===== src/rtl/dac_pkg.sv =====
// dac_pkg: shared types and helpers for the multi-channel PDM DAC.
// Stream FSM encoding keeps the FIFO read strobe on a single flop bit.
package dac_pkg;

    typedef enum logic [1:0] {
        IDLE  = 2'b00,
        READ  = 2'b01,
        LATCH = 2'b10
    } stream_state_t;

    localparam int UNDERRUN_W = 8;

    // Channel-select width; a single channel still gets a 1-bit select.
    function automatic int chan_w(input int n);
        return (n > 2) ? $clog2(n) : 1;
    endfunction

endpackage


===== src/rtl/pdm_mod.sv =====
// pdm_mod: first-order delta-sigma modulator for one channel.
// The carry out of the phase accumulator is the registered PDM bit.
module pdm_mod #(
    parameter int WIDTH = 12
) (
    input  logic             clk,
    input  logic             rst,
    input  logic [WIDTH-1:0] duty,
    output logic             pdm
);
    logic [WIDTH:0] acc_q;
    logic [WIDTH:0] acc_d;
    logic           pdm_q;

    // Add duty to the residue; the carry bit drops out next cycle.
    always_comb begin
        acc_d = {1'b0, acc_q[WIDTH-1:0]} + {1'b0, duty};
    end

    // Accumulator and output flop.
    always_ff @(posedge clk or posedge rst) begin
        if (rst) begin
            acc_q <= '0;
            pdm_q <= 1'b0;
        end else begin
            acc_q <= acc_d;
            pdm_q <= acc_q[WIDTH];
        end
    end

    assign pdm = pdm_q;

endmodule


===== src/rtl/synchronizer.sv =====
// synchronizer: two-flop capture cell for asynchronous inputs.
// Reset clears both stages so a pending level is re-sampled afterwards.
module synchronizer #(
    parameter int WIDTH = 1
) (
    input  logic             clk,
    input  logic             rst,
    input  logic [WIDTH-1:0] d_i,
    output logic [WIDTH-1:0] q_o
);
    logic [WIDTH-1:0] meta_q;
    logic [WIDTH-1:0] sync_q;

    // Two back-to-back flops resolve metastability on the async input.
    always_ff @(posedge clk or posedge rst) begin
        if (rst) begin
            meta_q <= '0;
            sync_q <= '0;
        end else begin
            meta_q <= d_i;
            sync_q <= meta_q;
        end
    end

    assign q_o = sync_q;

endmodule


===== src/rtl/pdm_dac_array.sv =====
// pdm_dac_array: multi-channel PDM DAC, each channel fed either by a
// CPU register (4-phase handshake) or by rate-paced FIFO samples.
module pdm_dac_array
    import dac_pkg::*;
#(
    parameter int CHANNELS   = 2,
    parameter int WIDTH      = 12,
    parameter int SAMPLE_DIV = 2500
) (
    input  logic                        clk,
    input  logic                        rst,
    input  logic [CHANNELS-1:0]         src_sel,
    input  logic                        rv_req,
    input  logic [chan_w(CHANNELS)-1:0] rv_chan,
    input  logic [WIDTH-1:0]            rv_data,
    output logic                        rv_ack,
    input  logic [WIDTH*CHANNELS-1:0]   fifo_data,
    input  logic                        fifo_empty,
    output logic                        fifo_r_en,
    output logic [UNDERRUN_W-1:0]       underrun_cnt,
    output logic [CHANNELS-1:0]         pdm
);
    localparam int CNT_W = $clog2(SAMPLE_DIV);
    localparam logic [CNT_W-1:0] CNT_LAST = CNT_W'(SAMPLE_DIV - 1);

    logic                           req_s;
    logic [CHANNELS-1:0]            sel_s;
    logic                           ack_q;
    logic                           ack_d;
    logic [CHANNELS-1:0][WIDTH-1:0] rv_q;
    logic [CHANNELS-1:0][WIDTH-1:0] rv_d;
    logic [CHANNELS-1:0][WIDTH-1:0] stream_q;
    logic [CHANNELS-1:0][WIDTH-1:0] stream_d;
    logic [CHANNELS-1:0][WIDTH-1:0] duty;
    logic [CNT_W-1:0]               cnt_q;
    logic [CNT_W-1:0]               cnt_d;
    stream_state_t                  state_q;
    stream_state_t                  state_d;
    logic [UNDERRUN_W-1:0]          und_q;
    logic [UNDERRUN_W-1:0]          und_d;
    logic                           tick;

    synchronizer #(.WIDTH(1)) u_req_sync (
        .clk (clk),
        .rst (rst),
        .d_i (rv_req),
        .q_o (req_s)
    );

    for (genvar c = 0; c < CHANNELS; c++) begin : g_sel_sync
        synchronizer #(.WIDTH(1)) u_sync (
            .clk (clk),
            .rst (rst),
            .d_i (src_sel[c]),
            .q_o (sel_s[c])
        );
    end

    // Handshake: latch on synced req rise, release ack on its fall.
    always_comb begin
        ack_d = ack_q;
        rv_d  = rv_q;
        if (req_s && !ack_q) begin
            ack_d = 1'b1;
            for (int c = 0; c < CHANNELS; c++) begin
                if (int'(rv_chan) == c) begin
                    rv_d[c] = rv_data;
                end
            end
        end else if (!req_s && ack_q) begin
            ack_d = 1'b0;
        end
    end

    assign tick = (cnt_q == CNT_LAST);

    // Sample pacing and stream FSM: read on tick, capture a cycle later.
    always_comb begin
        cnt_d    = tick ? '0 : cnt_q + 1'b1;
        state_d  = state_q;
        und_d    = und_q;
        stream_d = stream_q;
        unique case (state_q)
            IDLE: begin
                if (tick) begin
                    if (!fifo_empty) begin
                        state_d = READ;
                    end else if (und_q != '1) begin
                        und_d = und_q + 1'b1;
                    end
                end
            end
            READ:  state_d = LATCH;
            LATCH: begin
                stream_d = fifo_data;
                state_d  = IDLE;
            end
            default: state_d = IDLE;
        endcase
    end

    // All control and sample state registers.
    always_ff @(posedge clk or posedge rst) begin
        if (rst) begin
            ack_q    <= 1'b0;
            rv_q     <= '0;
            stream_q <= '0;
            cnt_q    <= '0;
            state_q  <= IDLE;
            und_q    <= '0;
        end else begin
            ack_q    <= ack_d;
            rv_q     <= rv_d;
            stream_q <= stream_d;
            cnt_q    <= cnt_d;
            state_q  <= state_d;
            und_q    <= und_d;
        end
    end

    for (genvar c = 0; c < CHANNELS; c++) begin : g_ch
        assign duty[c] = sel_s[c] ? stream_q[c] : rv_q[c];

        pdm_mod #(.WIDTH(WIDTH)) u_mod (
            .clk  (clk),
            .rst  (rst),
            .duty (duty[c]),
            .pdm  (pdm[c])
        );
    end

    assign rv_ack       = ack_q;
    assign fifo_r_en    = state_q[0];
    assign underrun_cnt = und_q;

endmodule

===== config.mk =====
export PLATFORM = sky130hd
export DESIGN_NAME = pdm_dac_array
export DESIGN_NICKNAME = d
export VERILOG_FILES = /design/src/rtl/dac_pkg.sv /design/src/rtl/pdm_mod.sv /design/src/rtl/synchronizer.sv /design/src/rtl/pdm_dac_array.sv
export SDC_FILE = /design/constraint.sdc
export NUM_CORES = 1
export LEC_CHECK = 0
export CORE_MARGIN = 10
export CORE_UTILIZATION = 50
export DETAILED_ROUTE_END_ITERATION = 10
export PLACE_DENSITY = 0.72
export SLEW_MARGIN = 20
export SYNTH_ARGS = -nofsm -noshare
export SYNTH_HDL_FRONTEND = slang
export SYNTH_SLANG_ARGS = --single-unit

===== constraint.sdc =====
create_clock -name clk -period 6.4 [get_ports clk]
set_input_delay 1.92 -clock clk [delete_from_list [all_inputs] [get_ports clk]]
set_output_delay 1.92 -clock clk [all_outputs]
set_load 0.01 [all_outputs]

==> After elaboration in Yosys (flattened, before gate mapping) <==
Index checks and enable logic that the tools add are counted.
{ "word_totals": {"ff_bits": 105, "input_bits": 43, "wordCells": 47, "out_inout_bits": 12} }
{ "op_classes": {"n_bitwise": 1, "n_reduce_logical": 10, "n_eq_ne": 6, "n_mux": 8, "n_addsub": 4} }
{ "op_table": {"columns": ["op", "n"], "rows": [
  ["2-to-1 mux 12 bit", 3],
  ["adder 12 x 12 -> 13 bit", 2],
  ["adder 12 x 1 -> 12 bit, second input constant", 1],
  ["== test 12 bit, second input constant", 1],
  ["adder 8 x 1 -> 8 bit, second input constant", 1],
  ["!= test 8 bit, second input constant", 1],
  ["AND reduction 2 bit", 3],
  ["2-to-1 mux 2 bit", 2],
  ["!= test 2 bit, second input constant", 2],
  ["one-hot mux 2 bit (2 select lines)", 1],
  ["AND reduction 4 bit", 1],
  ["== test 2 x 1 -> 1 bit, second input constant", 1],
  ["== test 2 bit, second input constant", 1],
  ["logical AND 1 bit", 2],
  ["logical NOT 1 bit", 2],
  ["logical NOT 2 bit", 1],
  ["2-to-1 mux 1 bit", 2],
  ["nonzero test 2 bit", 1],
  ["NOT 1 bit", 1]
]} }

==> Depth between registers and ports, before layout <==
{ "depth": {"depth_word": 4, "ltp_mapped": 8} }

==> Modules after synthesis <==
Synthesis repeated with hierarchy kept, for this count alone.
{ "hier_totals": {"hier_cells": 428, "area_unflattened_um2": 5270.1} }
{ "modules_own_cells": {"columns": ["mod", "n_inst", "area_each_um2", "cells_per_inst"], "rows": [
  ["pdm_dac_array", 1, 3144.3, 225],
  ["pdm_mod", 2, 982.2, 97],
  ["synchronizer", 3, 53.8, 3]
]} }

==> Worst setup path before layout <==
No wires, ideal clock.
{ "synth_path": {"path_kind": "input port to flip-flop", "startpoint": "in rv_chan", "endpoint": "reg rv_q[12] in the netlist's numbering", "t_arrival_ns": 2.715, "path_slack_ns": 3.561, "cell_stages": 3, "path_buffers": 1, "setup_ns": 0.125, "path_cell_list": "nand2_1 clkbuf_1 mux2_2"} }
{ "synth_via": {"elab_chain_cells": 1} }
{ "synth_lines": {"columns": ["item", "line", "text"], "rows": [
  ["start, declared", "pdm_dac_array.sv:14", "input logic [chan_w(CHANNELS)-1:0] rv_chan,"],
  ["AND reduction 2 bit (no source line)", null, null],
  ["end signal, assigned", "pdm_dac_array.sv:113", "rv_q <= rv_d;"],
  ["end, declared", "pdm_dac_array.sv:30", "logic [CHANNELS-1:0][WIDTH-1:0] rv_q;"]
]} }
Every way passes these cells.
A chain may end at the register's enable or synchronous reset.

==> Worst setup path in the final report <==
{ "layout_path": {"startpoint": "reg und_q[4] (netlist: underrun_cnt[4])", "endpoint": "out underrun_cnt[4]"} }
{ "layout_rtl": {"columns": ["item", "line", "text"], "rows": [
  ["start, declared", "pdm_dac_array.sv:39", "logic [UNDERRUN_W-1:0] und_q;"],
  ["start signal, assigned", "pdm_dac_array.sv:117", "und_q <= und_d;"],
  ["end, declared", "pdm_dac_array.sv:20", "output logic [UNDERRUN_W-1:0] underrun_cnt,"]
]} }
No word-level cell between the ends.

==> impl_metrics.toml <==
[outcome]
status = "completed"

[critical_path]
end_kind = "primary output"
timing.rr.end = "g_ch[1].u_mod.acc_q[12]$_DFF_PP0_"
crit_fanout = 6
crit_chain = "clkdlybuf4s50_1"
cpPeakStageDelay_ps = 580
r2r_slack_ps = 3390
rr_worst_depth = 7
reg2reg_from = "g_sel_sync[1].u_sync.q_o$_DFF_PP0_"
cpMaxStageDelayCell = "clkdlybuf4s50_1"
cp.required_ps = 4480
crit_path_start_kind = "register"
cp-startpoint = "underrun_cnt[4]$_DFFE_PP0P_"
cpLargestDelayFamily = "buffers and inverters"
path_buf_inv = 1
worstSetupPathType = "register to primary output"
arrival_ps = 1410

[power_and_ir_drop]
p_sw_share_pct = 36.7
p_sw_w = 0.000934
peakVddDrop_uv = 154
power.density_mw_per_mm2 = 417
pwr-share-seq_pct = 37.1
power_leakage_nw = 2.65
p_int_w = 0.00161
comb_power_share_pct = 46.6
power.share.clock_pct = 16.3

[worst_hold_path]
min_path_cells = 0
worstHoldStart = "u_req_sync.meta_q$_DFF_PP0_"
whs_endpoint = "u_req_sync.q_o$_DFF_PP0_"
hp-class = "register to register"

[synthesis]
ys_types = 55
synth_mux_area_share_pct = 16.7
postSynthCellCount = 421
synth_area_mm2 = 0.00524
synth_top_family_by_area = "multiplexers"
yosysWarnings = 0
yosys.area.top_type_share_pct = 50.1
yosys-top-cells-area = "dfrtp_1, mux2_2, ha_1"
synth_top_cell_by_area = "dfrtp_1"
synth_xor_area_share_pct = 4.68
ys.flop_type = "dfrtp_1"
synth-edff-count = 0
synth_nets = 493
synthSimpleGateAreaFrac_pct = 10.7
synth_compound_area_share_pct = 8.79
async_flop_share_pct = 100
syn_area_per_cell_um2 = 12.4
synth_fa_ha_area_share_pct = 7.21
yosys_register_bits = 105
yosysSeqAreaShare_pct = 50.1

[placed_design]
dp_hpwl_mm = 7.65
port_buffers = 54
place.gp.congestion = 0.877
placed_cell_area_mm2 = 0.00590
pre_cts_ws_ps = 2710
dp.cells = 599

[finish]
design_area_mm2 = 0.00610
layout-drive-gt1-share_pct = 21.5
num_antenna_cells = 0
final_cells = 615
fillCellCount = 890
num-nets-final = 546
area_delta_synth_final_pct = 16.5

[timing]
relSlewSlack_pct = 33.0
hold_viol = 0
fin_crit_ps = 3330
maxSlewViolCount = 0
finalCritPeriodShare_pct = 52.0
worst_slew_pin_slew_ps = 1000
fin_skew_ps = 12.0
fmax_mhz = 301
setup_tns_ps = 0
setup_violations = 0
fin_ws_ps = 3070
rsz0062_at_grt = "no"

[global_route]
grt_pass1_wl_mm = 17.8
grtUsageTotal_pct = 14.7
grt_max_degree = 71
overflow = 0
grt_pass1_vias = 3644
antenna_found_initial = 0

[floorplan]
die_y_um = 122
io_pins = 55
core_area_mm2 = 0.0103
rows = 37
die-area_mm2 = 0.0150
dieWidth_um = 122
start_util_pct = 51.0

[clock_tree]
clk_pin_slew_ps = 100
cts_buffers = 9
clk_latency_ps = 360
root_buffer = "clkbuf_8"
cts_sinks = 105
ctsHoldBuffers = 0
cts.repair.resized = 0
post-cts-setup-buffers = 0
htreeDepth = 3
clk_path_buf_depth = 2
cts_tree = "yes"

[drt]
routed_wl_mm = 10.4
vias_per_cell = 5.59
wl_met2_mm = 4.82
detail-route-antenna-nets = 0
wl_met1_mm = 4.86
vias = 3435
first_pass_iters = 4
drc = 0
dr.first_iter.drc_count = 221
wl_per_cell_um = 17.0
wl_met3_um = 612
highest_layer = "met4"

[run]
drv_cap = 0
cell usage after synthesis, drive strengths merged, types with 8 or more instances:
cell type  instances
xor2              13
a21oi             15
mux2              76
o21ai              8
xnor2             15
nand2              9
nand4              9
nand3             12
nor2              18
buf                8
ha                27
dfrtp            105
a21o              11
layout by cell type (no fill, tap or decap), drive strengths merged, types with 4 or more instances in the layout:
master / synthesis / routed
dfrtp: 105 / 105
mux2: 76 / 76
clkdlybuf4s50: 0 / 54
ha: 27 / 27
nor2: 18 / 18
xnor2: 15 / 15
a21oi: 15 / 15
xor2: 13 / 13
nand3: 12 / 12
a21o: 11 / 11
clkbuf: 6 / 10
inv: 7 / 10
nand2: 9 / 9
nand4: 9 / 9
o21ai: 8 / 8
nor2b: 7 / 7
nor3: 6 / 6
nand2b: 6 / 6
a211oi: 6 / 6
and2: 5 / 5
o21bai: 5 / 5
or4: 5 / 5
and3: 5 / 5
a2111oi: 4 / 4
nor4: 4 / 4
and4: 4 / 4
state kept, by name (all words and copies together), names as in the netlist:
signal and flops:
g_ch.u_mod.pdm 2, rv_q 24, stream_q 24, rv_ack 1, u_req_sync.q_o 1, state_q 2
g_sel_sync.u_sync.q_o 2, g_sel_sync.u_sync.meta_q 2, cnt_q 12, u_req_sync.meta_q 1, underrun_cnt 8, g_ch.u_mod.acc_q 26
power groups by stage:
stage / logic (W) / clock network, W / registers [W]
2_1_floorplan: 0.000939 / 0 / 0.000923
3_3_place_gp: 0.00113 / 0 / 0.000955
3_5_place_dp: 0.00118 / 0 / 0.000959
4_1_cts: 0.00118 / 0.000432 / 0.000946
5_1_grt: 0.00134 / 0.000465 / 0.000964
6_report: 0.00119 / 0.000415 / 0.000943
layer usage:
metal | vias to the layer above | track usage (%)
met5 | - | 0
met4 | 0 | 4.42
met3 | 14 | 4.45
met2 | 80 | 23.1
met1 | 1688 | 19.2
li1 | 1653 | -
per-stage QoR:
stage,utilization (%),hold WS [ps],total power [W]
2_1_floorplan,-,331,0.00186
3_3_place_gp,57.4,333,0.00208
3_5_place_dp,57.4,336,0.00213
4_1_cts,59.4,362,0.00256
5_1_grt,59.4,369,0.00277
6_report,59.4,359,0.00254
cells by family (layout without fill, tap and decap cells):
group / count (synthesis) / after routing
AND/OR/NAND/NOR: 95 / 95
AO/OA/AOI/OAI: 65 / 65
buffers and inverters: 21 / 79
XOR/XNOR: 28 / 28
flip-flops: 105 / 105
multiplexers: 78 / 78
adder cells (fa/ha/maj): 29 / 29
how the worst max path moves through the flow:
stage                               end  slack [ps]  depth (start not counted)
finish                  underrun_cnt[4]        3070                          1
global route            underrun_cnt[4]        2970                          1
CTS                     underrun_cnt[4]        3040                          1
detailed placement  rv_q[9]$_DFFE_PP0P_        2710                          3
global placement    rv_q[0]$_DFFE_PP0P_        2760                          3
floorplan            cnt_q[0]$_DFF_PP0_        1720                          1
layout make-up:
cell class,count,area [µm²],area share (%)
inverter,7,28.8,0.472
multi-input combinational,295,2520,41.3
clock inverter,6,72.6,1.19
sequential,105,2630,43.1
tap,136,170,2.79
timing repair buffer,56,556,9.10
clock buffer,10,128,2.09
No activity file was read; power rests on OpenSTA's default activity.
